[config.mk]
export PLATFORM = sky130hd
export DESIGN_NAME = fifo_enq_arbiter
export DESIGN_NICKNAME = d
export VERILOG_FILES = /design/src/rtl/fifo_enq_arbiter.sv
export SDC_FILE = /design/constraint.sdc
export NUM_CORES = 1
export LEC_CHECK = 0
export BUFFER_PORTS_ARGS = -buffer_cell sky130_fd_sc_hd__buf_2
export CAP_MARGIN = 30
export CORE_MARGIN = 2
export CORE_UTILIZATION = 40
export CTS_CLUSTER_DIAMETER = 30
export DETAILED_ROUTE_END_ITERATION = 10
export PLACE_DENSITY_LB_ADDON = 0.2
export SETUP_SLACK_MARGIN = 0.5
export SKIP_CTS_REPAIR_TIMING = 1
export SYNTH_ARGS = -nofsm -noshare
export SYNTH_HDL_FRONTEND = slang
export SYNTH_SLANG_ARGS = --single-unit
[constraint.sdc]
create_clock -name clk -period 5.6 [get_ports clk]
set_input_delay 0.28 -clock clk [delete_from_list [all_inputs] [get_ports clk]]
set_output_delay 0.28 -clock clk [all_outputs]
set_load 0.02 [all_outputs]
[src/rtl/fifo_enq_arbiter.sv]
// fifo_enq_arbiter: round-robin arbiter sharing one FIFO enqueue port, with burst lock and stall watchdog
`ifndef PATH_WIDTH
`define PATH_WIDTH 8
`endif
module fifo_enq_arbiter #(
    parameter int PATH_WIDTH = `PATH_WIDTH,
    parameter int NUM_REQ    = 4,
    parameter int IDX_W      = 2,
    parameter int HOLD_MAX   = 15
) (
    input  logic                          clk,
    input  logic                          rst,
    input  logic [NUM_REQ-1:0]            req,
    input  logic [NUM_REQ-1:0]            last,
    input  logic [NUM_REQ*PATH_WIDTH-1:0] d_req,
    output logic [NUM_REQ-1:0]            ack,
    output logic [PATH_WIDTH-1:0]         fifo_d_in,
    output logic                          fifo_enq,
    input  logic                          fifo_busy,
    output logic [IDX_W-1:0]              owner,
    output logic                          locked,
    output logic                          timeout_err
);
    localparam int HC_W = $clog2(HOLD_MAX + 1);
    typedef enum logic {IDLE, BURST} state_t;
    state_t state, state_nxt;
    logic [IDX_W-1:0] ptr, rr_sel, sel, cand;
    logic [HC_W-1:0] hold_cnt;
    logic rr_found, valid, take, done, owner_req;
    function automatic logic [IDX_W-1:0] wrap_inc(input logic [IDX_W-1:0] x);
        return (int'(x) == NUM_REQ - 1) ? '0 : x + 1'b1;
    endfunction
    always_comb begin
        rr_found = 1'b0;
        rr_sel = ptr;
        cand = ptr;
        for (int i = 0; i < NUM_REQ; i++) begin
            cand = IDX_W'((int'(ptr) + i) % NUM_REQ);
            if (!rr_found && req[cand]) begin
                rr_found = 1'b1;
                rr_sel = cand;
            end
        end
    end
    // Outputs are gated by reset so an asserted reset silences the FIFO port at once.
    always_comb begin
        owner_req = req[owner];
        valid = (state == BURST) ? owner_req : rr_found;
        sel = (state == BURST) ? owner : rr_sel;
        fifo_enq = rst && valid;
        take = fifo_enq && !fifo_busy;
        ack = take ? (NUM_REQ'(1) << sel) : '0;
        fifo_d_in = valid ? d_req[int'(sel)*PATH_WIDTH +: PATH_WIDTH] : '0;
        done = take && last[sel];
        timeout_err = rst && (state == BURST) && !owner_req && (hold_cnt == HC_W'(HOLD_MAX));
        locked = (state == BURST);
    end
    always_comb begin
        state_nxt = state;
        if (state == IDLE)
            state_nxt = (take && !last[sel]) ? BURST : IDLE;
        else
            state_nxt = (done || timeout_err) ? IDLE : BURST;
    end
    // Backpressure on a requesting owner freezes hold_cnt; only owner silence counts as a stall.
    always_ff @(posedge clk or negedge rst) begin
        if (!rst) begin
            state <= IDLE;
            ptr <= '0;
            owner <= '0;
            hold_cnt <= '0;
        end else begin
            state <= state_nxt;
            if (take && state == IDLE)
                owner <= sel;
            if (done || timeout_err)
                ptr <= wrap_inc(sel);
            hold_cnt <= (take || timeout_err) ? '0 :
                        (state == BURST && !owner_req) ? hold_cnt + 1'b1 : hold_cnt;
        end
    end
endmodule

==> impl_metrics.yaml <==
final_layout:
  filler_cell_count: 263
  finalNetCount: 217
  layoutNonFillerInstCount: 199
  antennaDiodeCount: 0
  layout.cell_area.non_filler_mm2: 0.00149
  final_core_utilization_pct: 53.9
  area_growth_syn_to_layout_pct: 27.4
  drive_above_1_share_pct: 51.8
placement:
  placedInstanceArea_mm2: 0.00145
  dp.final_hpwl_um: 2380
  gp_routability_congestion: 0.777
  portBuffers: 59
  dpl.cell_count: 194
  place_ws_ns: 2.89
worst_setup_path:
  timing.setup.critical_path_class: "flop to output pin"
  critPathBufInv: 1
  crit_fanout: 12
  reg2reg_setup_slack_ns: 3.18
  cpLargestDelayFamily: "multiplexers"
  worst_r2r_path_depth: 6
  cp_slowest_stage_delay_ns: 0.61
  crit_chain: "nand2_1 > a21oi_2 > o221a_4 > mux2i_4 > mux4_1 > and2_1 > buf_2"
  critical_path.startpoint_type: "flop"
  crit_required_ns: 5.32
  worst-endpoint-arrival_ns: 2.70
  slowest_stage: "sky130_fd_sc_hd__mux4_1"
  timing.rr.start: "ptr[1]"
  rr_endpoint: "owner[0]"
  cp-startpoint: "ptr[1]"
  worst_setup_path_end_kind: "output pin"
clock_network:
  h-tree-depth: 1
  tritoncts: "built"
  cts-buffers-inserted: 3
  worst_setup_hold_path_clk_slew_ns: 0.06
  clock_tree.root_cell: "sky130_fd_sc_hd__clkbuf_4"
  cts-root-to-sink-buffers: 2
  clock_insertion_delay_worst_skew_ns: 0.27
  cts_num_sinks: 9
routing:
  via_count: 1112
  routed_wirelength_um: 2970
  routed_via_count_divided_by_cell_count: 5.59
  drc: 0
  drt_initial_violations: 50
  wl_per_cell_um: 14.9
  antenna_violating_nets_post_route: 0
  drt-pass1-iter-count: 4
logic_synthesis:
  synth_seq_area_share_pct: 19.3
  cell_taking_the_most_area_after_synthesis: "sky130_fd_sc_hd__dfrtp_1"
  synthesis.instances: 111
  ys_ff_latch: 9
  synth_top_family_by_area: "multiplexers"
  synth_edf_count: 0
  synth.mux.area_fraction_pct: 25.9
  synth_area_leaders: "sky130_fd_sc_hd__dfrtp_1, sky130_fd_sc_hd__mux4_2, sky130_fd_sc_hd__mux4_1"
  syn_avg_cell_area_um2: 10.5
  synth_simple_gate_area_share_pct: 19.5
  post_synth_num_cell_types: 46
  async_s_r_ff_share_synth_pct: 100
  fraction_of_post_synthesis_cell_area_in_the_top_cell_type_by_area_pct: 19.3
  primary_ff_master_synth: "sky130_fd_sc_hd__dfrtp_1"
  synth.top_cells.by_count: "sky130_fd_sc_hd__and2_1, sky130_fd_sc_hd__dfrtp_1, sky130_fd_sc_hd__mux4_2, sky130_fd_sc_hd__nand2_1"
  yosys.area_share.adder_pct: 5.36
  synth.yosys.warnings: 0
  post_synth_xor_area_fraction_pct: 2.25
  net_count_synth: 159
  synth_compound_area_share_pct: 20.8
  syn_area_mm2: 0.00117
sta:
  setup_viol_count_final: 0
  setup_ws_ns: 2.62
  timing.max_slew.rel_slack_pct: 56.0
  post-route-min-period_ns: 2.98
  slew_violations: 0
  worst-slew-pin-transition_ns: 0.660
  tns_setup_ns: 0
  grt_setup_unrepaired: "no"
  finClkSkew_ns: 0.00427
  finalCritPeriodShare_pct: 53.3
  timing_hold_violations_final: 0
  max_freq_ghz: 0.335
pwr:
  p_int_w: 0.000389
  static-leakage-power_nw: 0.723
  seq_power_share_pct: 19.1
  share_comb_of_total_power_pct: 74.3
  ir_drop_mv: 0.331
  p_sw_w: 0.000394
  p_per_area_mw_per_mm2: 526
  switching_share_pct: 50.3
  clkPwrFrac_pct: 6.5
grt:
  grt_pass1_wl_um: 5040
  global_route.overflow_total: 0
  number_of_antenna_violations_at_the_first_check_in_global_routing: 0
  pin_count_of_the_biggest_net_entering_global_routing: 20
  vias_in_the_first_global_route: 1142
  grt_use_total_pct: 19.4
floorplan:
  ios: 60
  die_height_um: 58.0
  core_area_mm2: 0.00276
  die_area_mm2: 0.00337
  placement_rows: 19
  initial_utilization_pct: 42.3
  fp.dieW_um: 58.0
min_path:
  timing.hold.worst.class: "input port to async pin"
status:
  run_status: "finished clean"
job:
  cap_violations: 0
[power groups by stage]
stage | combinational, W | sequential [W] | clock (W)
3_5_place_dp | 0.000586 | 0.000151 | 0
6_report | 0.000582 | 0.000150 | 0.0000512
2_1_floorplan | 0.000485 | 0.000129 | 0
3_3_place_gp | 0.000576 | 0.000149 | 0
5_1_grt | 0.000641 | 0.000156 | 0.0000556
4_1_cts | 0.000589 | 0.000149 | 0.0000527
[flip-flops by register name, indices dropped and copies added (netlist names)]
name	count
hold_cnt	4
locked	1
owner	2
ptr	2
[how the worst max path moves through the flow]
stage	end	cells past startpoint
6_report	fifo_d_in[7]	7
5_1_grt	fifo_d_in[7]	5
4_1_cts	fifo_d_in[7]	7
3_5_place_dp	fifo_d_in[7]	7
3_3_place_gp	fifo_d_in[7]	7
2_1_floorplan	fifo_d_in[0]	8
[worst reg2reg max path, stage by stage (launching register included)]
cell and delay (ns):
sky130_fd_sc_hd__dfrtp_1 0.63, sky130_fd_sc_hd__mux2i_1 0.16, sky130_fd_sc_hd__a31oi_1 0.21, sky130_fd_sc_hd__o22ai_1 0.12, sky130_fd_sc_hd__a21oi_2 0.54, sky130_fd_sc_hd__and3_1 0.31
sky130_fd_sc_hd__mux2_2 0.34
[area by class of cell]
class / count / area (um^2) / area share, %
well taps: 31 / 38.8 / 2.61
clock buffers: 4 / 26.3 / 1.77
repair buffers: 60 / 305 / 20.5
flip-flops and latches: 9 / 225 / 15.1
inverters: 8 / 30.0 / 2.02
multi-input cells: 87 / 862 / 57.9
[cell families after synthesis]
family | count (synthesis)
adders and majority gates | 5
DFF | 9
buffers and inverters | 15
muxes | 15
xor gates and xnor gates | 3
and+or+nand+nor | 38
AOI/OAI and AO/OA | 26
[per-stage QoR]
step	total power [W]	hold slack, ns
detailed placement	0.000737	0.161
global route	0.000853	0.420
finish	0.000783	0.410
floorplan	0.000614	-0.0156
global placement	0.000725	0.158
CTS	0.000791	-0.131
[cell usage in the layout (no fill, tap or decap), types with 3 or more instances in the layout]
| cell | instances |
|---|---|
| sky130_fd_sc_hd__buf_2 | 59 |
| sky130_fd_sc_hd__nand2_1 | 6 |
| sky130_fd_sc_hd__dfrtp_1 | 9 |
| sky130_fd_sc_hd__nor2_1 | 4 |
| sky130_fd_sc_hd__o221ai_1 | 3 |
| sky130_fd_sc_hd__mux4_2 | 7 |
| sky130_fd_sc_hd__clkbuf_4 | 3 |
| sky130_fd_sc_hd__inv_1 | 5 |
| sky130_fd_sc_hd__a21oi_1 | 5 |
| sky130_fd_sc_hd__mux4_1 | 3 |
| sky130_fd_sc_hd__ha_1 | 5 |
| sky130_fd_sc_hd__nor2b_1 | 3 |
| sky130_fd_sc_hd__a31oi_1 | 3 |
| sky130_fd_sc_hd__and3_1 | 5 |
| sky130_fd_sc_hd__mux2_2 | 3 |
| sky130_fd_sc_hd__and2_1 | 9 |
| sky130_fd_sc_hd__a21oi_2 | 3 |
[layer usage]
metal  part of all wire [%]  GRT usage, %  vias to the layer above  wire (um)
met5                      0             0                        -          0
met4                    1.7          7.64                        0         51
met3                    7.0          3.35                        7        207
met2                     50          34.7                       45       1490
met1                     41          23.0                      520       1220
li1                       -             -                      540          -
No activity file was read; power rests on OpenSTA's default activity.
